**src/rtl/lsu_pkg.sv**
```systemverilog
// Shared definitions for the load/store unit AXI4-Lite master: state encoding,
// RV64 load/store funct3 codes and AXI response codes.
package lsu_pkg;

    localparam int XLEN = 64;

    typedef logic [2:0] state_t;

    localparam state_t S_IDLE  = 3'd0;
    localparam state_t S_RADDR = 3'd1;
    localparam state_t S_RDATA = 3'd2;
    localparam state_t S_WREQ  = 3'd3;
    localparam state_t S_WRESP = 3'd4;
    localparam state_t S_DONE  = 3'd5;

    localparam logic [2:0] F3_B  = 3'b000;
    localparam logic [2:0] F3_H  = 3'b001;
    localparam logic [2:0] F3_W  = 3'b010;
    localparam logic [2:0] F3_D  = 3'b011;
    localparam logic [2:0] F3_BU = 3'b100;
    localparam logic [2:0] F3_HU = 3'b101;
    localparam logic [2:0] F3_WU = 3'b110;

    localparam logic [1:0] RESP_OKAY   = 2'b00;
    localparam logic [1:0] RESP_SLVERR = 2'b10;

    // Low address bits that must be zero for a naturally aligned access of 2**size bytes.
    function automatic logic [2:0] size_mask(input logic [1:0] size);
        case (size)
            2'd0:    size_mask = 3'b000;
            2'd1:    size_mask = 3'b001;
            2'd2:    size_mask = 3'b011;
            default: size_mask = 3'b111;
        endcase
    endfunction

endpackage

```
**src/rtl/lsu_axi_master_if.sv**
```systemverilog
// AXI4-Lite bus bundle between the LSU master and its memory slave.
interface lsu_axi_master_if #(
    parameter int ADDR_W = 32,
    parameter int DATA_W = 64
);
    logic [ADDR_W-1:0]   araddr;
    logic                arvalid;
    logic                arready;
    logic [DATA_W-1:0]   rdata;
    logic [1:0]          rresp;
    logic                rvalid;
    logic                rready;
    logic [ADDR_W-1:0]   awaddr;
    logic                awvalid;
    logic                awready;
    logic [DATA_W-1:0]   wdata;
    logic [DATA_W/8-1:0] wstrb;
    logic                wvalid;
    logic                wready;
    logic [1:0]          bresp;
    logic                bvalid;
    logic                bready;

    modport master (
        output araddr, arvalid, input arready,
        input rdata, rresp, rvalid, output rready,
        output awaddr, awvalid, input awready,
        output wdata, wstrb, wvalid, input wready,
        input bresp, bvalid, output bready
    );

    modport slave (
        input araddr, arvalid, output arready,
        output rdata, rresp, rvalid, input rready,
        input awaddr, awvalid, output awready,
        input wdata, wstrb, wvalid, output wready,
        output bresp, bvalid, input bready
    );
endinterface

```
**src/rtl/lsu_align.sv**
```systemverilog
// Combinational lane logic: load extraction/extension, store shift and strobes,
// and detection of misaligned or illegal accesses.
module lsu_align
    import lsu_pkg::*;
(
    input  logic [2:0]      offset,
    input  logic [2:0]      funct3,
    input  logic            is_load,
    input  logic [XLEN-1:0] rdata,
    input  logic [XLEN-1:0] store_data,
    output logic [XLEN-1:0] load_data,
    output logic [XLEN-1:0] wdata,
    output logic [7:0]      wstrb,
    output logic            err
);
    logic [XLEN-1:0] lane;
    logic [7:0]      strb_base;
    logic            illegal;
    logic            misaligned;

    always_comb begin
        lane = rdata >> {offset, 3'b000};
        load_data = '0;
        case (funct3)
            F3_B:    load_data = {{56{lane[7]}}, lane[7:0]};
            F3_H:    load_data = {{48{lane[15]}}, lane[15:0]};
            F3_W:    load_data = {{32{lane[31]}}, lane[31:0]};
            F3_D:    load_data = lane;
            F3_BU:   load_data = {56'd0, lane[7:0]};
            F3_HU:   load_data = {48'd0, lane[15:0]};
            F3_WU:   load_data = {32'd0, lane[31:0]};
            default: load_data = '0;
        endcase
    end

    always_comb begin
        case (funct3[1:0])
            2'd0:    strb_base = 8'h01;
            2'd1:    strb_base = 8'h03;
            2'd2:    strb_base = 8'h0F;
            default: strb_base = 8'hFF;
        endcase
        wstrb = strb_base << offset;
        wdata = store_data << {offset, 3'b000};
    end

    // Loads only reject funct3=111; stores only know the four signed sizes.
    assign illegal    = is_load ? (funct3 == 3'b111) : funct3[2];
    assign misaligned = (offset & size_mask(funct3[1:0])) != 3'b000;
    assign err        = illegal | misaligned;

endmodule

```
**src/rtl/lsu_axi_master.sv**
```systemverilog
// Load/store unit bus master: turns one MEM-stage load or store request into a
// single AXI4-Lite transaction and reports completion with a one-cycle pulse.
module lsu_axi_master
    import lsu_pkg::*;
#(
    parameter int ADDR_W = 32,
    parameter int DATA_W = 64
) (
    input  logic                clk,
    input  logic                rst,
    input  logic                lsu_r_ready,
    input  logic                lsu_w_valid,
    input  logic [ADDR_W-1:0]   lsu_addr,
    input  logic [DATA_W-1:0]   lsu_w_data,
    input  logic [2:0]          lsu_funct3,
    output logic                lsu_idle,
    output logic                lsu_r_valid,
    output logic [DATA_W-1:0]   lsu_r_data,
    output logic                lsu_w_ready,
    output logic                lsu_err,
    lsu_axi_master_if.master    axi
);
    state_t            state;
    logic              is_load_q;
    logic [ADDR_W-1:0] addr_q;
    logic [2:0]        funct3_q;
    logic [DATA_W-1:0] w_data_q;
    logic              aw_done;
    logic              w_done;

    logic              in_idle;
    logic [2:0]        offset_sel;
    logic [2:0]        funct3_sel;
    logic              is_load_sel;
    logic [DATA_W-1:0] load_data;
    logic [DATA_W-1:0] shifted_wdata;
    logic [7:0]        shifted_wstrb;
    logic              req_err;
    logic              aw_fire;
    logic              w_fire;

    // In IDLE the aligner checks the incoming request; afterwards it works on the latched one.
    assign in_idle     = (state == S_IDLE);
    assign offset_sel  = in_idle ? lsu_addr[2:0] : addr_q[2:0];
    assign funct3_sel  = in_idle ? lsu_funct3 : funct3_q;
    assign is_load_sel = in_idle ? lsu_r_ready : is_load_q;

    lsu_align u_align (
        .offset     (offset_sel),
        .funct3     (funct3_sel),
        .is_load    (is_load_sel),
        .rdata      (axi.rdata),
        .store_data (w_data_q),
        .load_data  (load_data),
        .wdata      (shifted_wdata),
        .wstrb      (shifted_wstrb),
        .err        (req_err)
    );

    assign aw_fire = axi.awvalid & axi.awready;
    assign w_fire  = axi.wvalid & axi.wready;

    always_ff @(posedge clk) begin
        if (rst) begin
            state      <= S_IDLE;
            is_load_q  <= 1'b0;
            addr_q     <= '0;
            funct3_q   <= '0;
            w_data_q   <= '0;
            aw_done    <= 1'b0;
            w_done     <= 1'b0;
            lsu_err    <= 1'b0;
            lsu_r_data <= '0;
        end else begin
            case (state)
                S_IDLE: begin
                    if (lsu_r_ready || lsu_w_valid) begin
                        is_load_q <= lsu_r_ready;
                        addr_q    <= lsu_addr;
                        funct3_q  <= lsu_funct3;
                        aw_done   <= 1'b0;
                        w_done    <= 1'b0;
                        if (!lsu_r_ready) begin
                            w_data_q <= lsu_w_data;
                        end
                        // Bad accesses never reach the bus and complete with an error.
                        if (req_err) begin
                            lsu_err <= 1'b1;
                            state   <= S_DONE;
                            if (lsu_r_ready) begin
                                lsu_r_data <= '0;
                            end
                        end else begin
                            lsu_err <= 1'b0;
                            state   <= lsu_r_ready ? S_RADDR : S_WREQ;
                        end
                    end
                end
                S_RADDR: begin
                    if (axi.arready) begin
                        state <= S_RDATA;
                    end
                end
                S_RDATA: begin
                    if (axi.rvalid) begin
                        lsu_r_data <= load_data;
                        lsu_err    <= (axi.rresp != RESP_OKAY);
                        state      <= S_DONE;
                    end
                end
                S_WREQ: begin
                    if (aw_fire) begin
                        aw_done <= 1'b1;
                    end
                    if (w_fire) begin
                        w_done <= 1'b1;
                    end
                    if ((aw_done || aw_fire) && (w_done || w_fire)) begin
                        state <= S_WRESP;
                    end
                end
                S_WRESP: begin
                    if (axi.bvalid) begin
                        lsu_err <= (axi.bresp != RESP_OKAY);
                        state   <= S_DONE;
                    end
                end
                S_DONE:  state <= S_IDLE;
                default: state <= S_IDLE;
            endcase
        end
    end

    assign lsu_idle    = in_idle;
    assign lsu_r_valid = (state == S_DONE) && is_load_q;
    assign lsu_w_ready = (state == S_DONE) && !is_load_q;

    assign axi.araddr  = {addr_q[ADDR_W-1:3], 3'b000};
    assign axi.arvalid = (state == S_RADDR);
    assign axi.rready  = (state == S_RDATA);
    assign axi.awaddr  = {addr_q[ADDR_W-1:3], 3'b000};
    assign axi.awvalid = (state == S_WREQ) && !aw_done;
    assign axi.wvalid  = (state == S_WREQ) && !w_done;
    assign axi.wdata   = shifted_wdata;
    assign axi.wstrb   = shifted_wstrb;
    assign axi.bready  = (state == S_WRESP);

endmodule

```
**src/flat_wrapper.sv**
```systemverilog
// flat-port wrapper written by rule: the top's interface ports become plain ports
module lsu_axi_master_flat import lsu_pkg::*;
#(
    parameter int ADDR_W = 32,
    parameter int DATA_W = 64
)
  (clk, rst, lsu_r_ready, lsu_w_valid, lsu_addr, lsu_w_data, lsu_funct3, lsu_idle, lsu_r_valid, lsu_r_data, lsu_w_ready, lsu_err, axi_araddr, axi_arvalid, axi_arready, axi_rdata, axi_rresp, axi_rvalid, axi_rready, axi_awaddr, axi_awvalid, axi_awready, axi_wdata, axi_wstrb, axi_wvalid, axi_wready, axi_bresp, axi_bvalid, axi_bready);
  lsu_axi_master_if #(.ADDR_W(ADDR_W), .DATA_W(DATA_W)) axi_i ();
  input  logic clk;
  input  logic rst;
  input  logic lsu_r_ready;
  input  logic lsu_w_valid;
  input  logic [ADDR_W-1:0] lsu_addr;
  input  logic [DATA_W-1:0] lsu_w_data;
  input  logic [2:0] lsu_funct3;
  output logic lsu_idle;
  output logic lsu_r_valid;
  output logic [DATA_W-1:0] lsu_r_data;
  output logic lsu_w_ready;
  output logic lsu_err;
  output wire logic [$bits(axi_i.araddr)-1:0] axi_araddr;
  output wire logic [$bits(axi_i.arvalid)-1:0] axi_arvalid;
  input wire logic [$bits(axi_i.arready)-1:0] axi_arready;
  input wire logic [$bits(axi_i.rdata)-1:0] axi_rdata;
  input wire logic [$bits(axi_i.rresp)-1:0] axi_rresp;
  input wire logic [$bits(axi_i.rvalid)-1:0] axi_rvalid;
  output wire logic [$bits(axi_i.rready)-1:0] axi_rready;
  output wire logic [$bits(axi_i.awaddr)-1:0] axi_awaddr;
  output wire logic [$bits(axi_i.awvalid)-1:0] axi_awvalid;
  input wire logic [$bits(axi_i.awready)-1:0] axi_awready;
  output wire logic [$bits(axi_i.wdata)-1:0] axi_wdata;
  output wire logic [$bits(axi_i.wstrb)-1:0] axi_wstrb;
  output wire logic [$bits(axi_i.wvalid)-1:0] axi_wvalid;
  input wire logic [$bits(axi_i.wready)-1:0] axi_wready;
  input wire logic [$bits(axi_i.bresp)-1:0] axi_bresp;
  input wire logic [$bits(axi_i.bvalid)-1:0] axi_bvalid;
  output wire logic [$bits(axi_i.bready)-1:0] axi_bready;
  assign axi_araddr = axi_i.araddr;
  assign axi_arvalid = axi_i.arvalid;
  assign axi_i.arready = axi_arready;
  assign axi_i.rdata = axi_rdata;
  assign axi_i.rresp = axi_rresp;
  assign axi_i.rvalid = axi_rvalid;
  assign axi_rready = axi_i.rready;
  assign axi_awaddr = axi_i.awaddr;
  assign axi_awvalid = axi_i.awvalid;
  assign axi_i.awready = axi_awready;
  assign axi_wdata = axi_i.wdata;
  assign axi_wstrb = axi_i.wstrb;
  assign axi_wvalid = axi_i.wvalid;
  assign axi_i.wready = axi_wready;
  assign axi_i.bresp = axi_bresp;
  assign axi_i.bvalid = axi_bvalid;
  assign axi_bready = axi_i.bready;
  lsu_axi_master #(.ADDR_W(ADDR_W), .DATA_W(DATA_W)) u_core (.clk(clk), .rst(rst), .lsu_r_ready(lsu_r_ready), .lsu_w_valid(lsu_w_valid), .lsu_addr(lsu_addr), .lsu_w_data(lsu_w_data), .lsu_funct3(lsu_funct3), .lsu_idle(lsu_idle), .lsu_r_valid(lsu_r_valid), .lsu_r_data(lsu_r_data), .lsu_w_ready(lsu_w_ready), .lsu_err(lsu_err), .axi(axi_i));
endmodule
```
**config.mk**
```make
export PLATFORM = sky130hd
export DESIGN_NAME = lsu_axi_master_flat
export DESIGN_NICKNAME = d
export VERILOG_FILES = /design/src/rtl/lsu_pkg.sv /design/src/rtl/lsu_axi_master_if.sv /design/src/rtl/lsu_align.sv /design/src/rtl/lsu_axi_master.sv /design/src/flat_wrapper.sv
export SDC_FILE = /design/constraint.sdc
export NUM_CORES = 1
export LEC_CHECK = 0
export ABC_AREA = 1
export BUFFER_PORTS_ARGS = -buffer_cell sky130_fd_sc_hd__buf_2
export CAP_MARGIN = 5
export CORE_MARGIN = 1
export CORE_UTILIZATION = 35
export CTS_BUF_LIST = sky130_fd_sc_hd__clkbuf_4 sky130_fd_sc_hd__clkbuf_8
export DETAILED_ROUTE_END_ITERATION = 10
export PLACE_DENSITY_LB_ADDON = 0.05
export SLEW_MARGIN = 20
export SYNTH_ARGS = -nofsm -noshare
export SYNTH_HDL_FRONTEND = slang
export SYNTH_HIERARCHICAL = 1
export SYNTH_SLANG_ARGS = --single-unit
```
**constraint.sdc**
```tcl
create_clock -name clk -period 4.8 [get_ports clk]
set_input_delay 0.96 -clock clk [delete_from_list [all_inputs] [get_ports clk]]
set_output_delay 0.96 -clock clk [all_outputs]
set_load 0.01 [all_outputs]
```
==> results.ini <==
[outcome]
outcome = complete, no violations

[pwr]
combinationalPowerShare = 0.662
power_density_nw_per_um2 = 719
power_frac_seq = 0.208
p_int_uw = 4310
leakagePower_uw = 0.00612
p_clk_frac = 0.130
p_total_uw = 9350
power.switching_fraction = 0.539
peakVddDrop_v = 0.000441
p_sw_uw = 5040

[min_path]
hold_path_depth = 2
hp-class = register to register

[sta]
worst_pin_slew_ns = 1.03
hold_violations = 0
slew_headroom = 0.309
worst_slack_on_hold_paths_ns = 0.463
rsz0062_at_grt = no
setup_total_negative_slack_ns = 0
timing.final.max_slew_violations = 0
fin_crit_sh = 0.922
clock_skew_ns = 0.0126
achievable-frequency_mhz = 226
report.final.setup_viol = 0
layout_min_cycle_time_ns = 4.43

[final_layout]
layout_common_cells = 497 x sky130_fd_sc_hd__nand2_1, 377 x sky130_fd_sc_hd__buf_2, 173 x sky130_fd_sc_hd__nand3_1
final-instance-count-excl-fill = 2377
layout_commonest_cell = sky130_fd_sc_hd__nand2_1
final-seq-area_um2 = 3400
syn_to_final_growth_pct = 16.2
drive_above_1_share = 0.256
share_of_the_core_filled_with_cells_in_the_final_layout = 0.413
combined_area_of_the_multi_input_logic_cells_um2 = 6190
final.fill_count = 3526
layout.nets = 2132

[worst_setup_path]
worst_r2r_path_depth = 14
cp-startpoint = u_core/state[2]$_SDFFE_PP0P_
worstPathMaxFanout = 89
cp-start-kind = register
r2r_end = u_core/lsu_r_data[25]$_SDFFE_PP0P_
end_kind = primary output
timing.reg2reg.setup_slack_ns = 0.87
worst_ep_arrival_time_ns = 3.47
critical_path.reg2reg.startpoint = u_core/state[1]$_SDFFE_PP0P_
critical_path.endpoint = axi_wstrb[4]
setup.worst_path.class = register to primary output
cp_data_required_time_ns = 3.84

[placement]
detailed_place_hpwl_um = 30800
post-place-cells = 2339
buffers_added_on_ports = 378
globalplace.congestion = 0.940

[synth]
netlist-cell-type-count = 38
ys_warn_count = 6
syn_inst = 1737
synth.avg_cell_area_um2 = 6.44
yosys_register_bits = 170
share_of_synthesized_area_occupied_by_flip_flops_and_latches = 0.304
synth_area_um2 = 11200

[cts]
cts.reportedPaths.clkPinSlew_ns = 0.10
cts_max_level = 4
cts-hold-fix-buffers = 0
numCtsBuffers = 17
tritoncts = done
postCtsSetupBuffers = 0
root_driver = sky130_fd_sc_hd__clkbuf_8
worstSkewPairLatency_ns = 0.51
cts_buffer_depth = 2
postCtsResizedCells = 0
clkSinkCount = 170

[grt]
grt_max_degree = 110
grt_usage = 0.259
antenna_found_initial = 8
grt_pass1_wl_um = 65800
first_global_vias = 11564
overflow = 0

[routing]
first_iter_violations = 1012
vias = 12176
routed_via_density = 5.12
detail_route.first_pass.iterations = 5
wl_per_cell_um = 18.2
routed_wl_um = 43200
drtAntennaViolNets = 0
route.detailed.drc = 0

[floorplanning]
placement_rows = 65
core_region_um2 = 31500
design.die.area_um2 = 32700
die_width_um = 181
die_h_um = 181
io-pin-count = 385
floorplan.initialDensity = 0.355

[run]
drv_cap = 0

worst max-delay path: stages, from the launching register on:
cell and delay, ns:
sky130_fd_sc_hd__dfxtp_1 0.40, sky130_fd_sc_hd__nor2_4 0.15, sky130_fd_sc_hd__nand2_2 0.10, sky130_fd_sc_hd__inv_1 0.38
sky130_fd_sc_hd__nand2_1 0.17, sky130_fd_sc_hd__o21ai_4 0.16, sky130_fd_sc_hd__buf_4 0.78, sky130_fd_sc_hd__a21oi_1 0.08
sky130_fd_sc_hd__o31ai_1 0.44, sky130_fd_sc_hd__buf_4 0.18, sky130_fd_sc_hd__buf_2 0.12
stage by stage:
step                worst slack, ns  instance area (µm²)
finish                        0.373                13000
global route                  0.202                13000
CTS                           0.309                13000
detailed placement            0.869                12500
global placement              0.901                12500
floorplan                      1.64                11200
sequential cells by signal, indices dropped and copies added, names as in the netlist:
signal and cells:
u_core/lsu_r_data 64, u_core/w_done 1, u_core/is_load_q 1, u_core/state 3, u_core/aw_done 1, u_core/w_data_q 64
u_core/funct3_q 3, u_core/lsu_err 1, u_core/addr_q 32
worst min-delay path by stage:
stage	from	to	slack (ns)
global placement	u_core/lsu_r_data[2]$_SDFFE_PP0P_	u_core/lsu_r_data[2]$_SDFFE_PP0P_	0.45
CTS	u_core/lsu_r_data[31]$_SDFFE_PP0P_	u_core/lsu_r_data[31]$_SDFFE_PP0P_	0.46
floorplan	u_core/aw_done$_SDFFE_PP0P_	u_core/aw_done$_SDFFE_PP0P_	0.43
global route	u_core/lsu_r_data[56]$_SDFFE_PP0P_	u_core/lsu_r_data[56]$_SDFFE_PP0P_	0.48
detailed placement	u_core/lsu_r_data[31]$_SDFFE_PP0P_	u_core/lsu_r_data[31]$_SDFFE_PP0P_	0.45
finish	u_core/lsu_r_data[31]$_SDFFE_PP0P_	u_core/lsu_r_data[31]$_SDFFE_PP0P_	0.46
power by group through the flow:
stage / combinational [µW] / clock (µW) / sequential (µW)
2_1_floorplan: 4570 / 0 / 1990
3_3_place_gp: 6170 / 0 / 1980
3_5_place_dp: 6180 / 0 / 1980
4_1_cts: 6200 / 1250 / 1950
5_1_grt: 6810 / 1300 / 1990
6_report: 6190 / 1210 / 1950
cell type report:
class	instances	area share
Multi-Input combinational cell	1277	0.476
Sequential cell	170	0.262
Timing Repair Buffer	401	0.161
Tap cell	402	0.0387
Inverter	89	0.0260
Clock buffer	18	0.0191
Clock inverter	14	0.0159
Antenna cell	6	0.00116
synthesized netlist by cell type, drive strengths merged:
library cell,number,area share
a211oi,1,0.00067
a21oi,156,0.070
conb,1,0.00034
nand3,192,0.094
o21ai,177,0.081
nand4,34,0.031
o22ai,9,0.0050
buf,165,0.10
a22oi,1,0.00067
nor2,138,0.051
o211ai,19,0.013
clkbuf,41,0.014
inv,89,0.030
or2,5,0.0028
nor3,7,0.0036
nand2,504,0.17
o211a,2,0.0018
o31ai,1,0.00067
dfxtp,170,0.30
o21a,1,0.00067
mux2i,24,0.021
routing by layer:
layer / up-vias / global-route usage / share of wire
met5: - / 0 / 0.00049
met3: 45 / 0.0542 / 0.067
li1: 6089 / - / -
met4: 4 / 0.0920 / 0.024
met1: 5634 / 0.313 / 0.41
met2: 404 / 0.450 / 0.50
kinds of logic (layout without fill, tap and decap cells):
kind of cell / count (synthesis) / count (layout) / share of synthesized area
simple gates: 880 / 880 / 0.353
flops: 170 / 170 / 0.304
compound gates: 367 / 367 / 0.173
mux: 24 / 24 / 0.0215
other cells: 1 / 12 / 0.000335
buf+inv: 295 / 522 / 0.147
(Power assumes the default switching activity.)
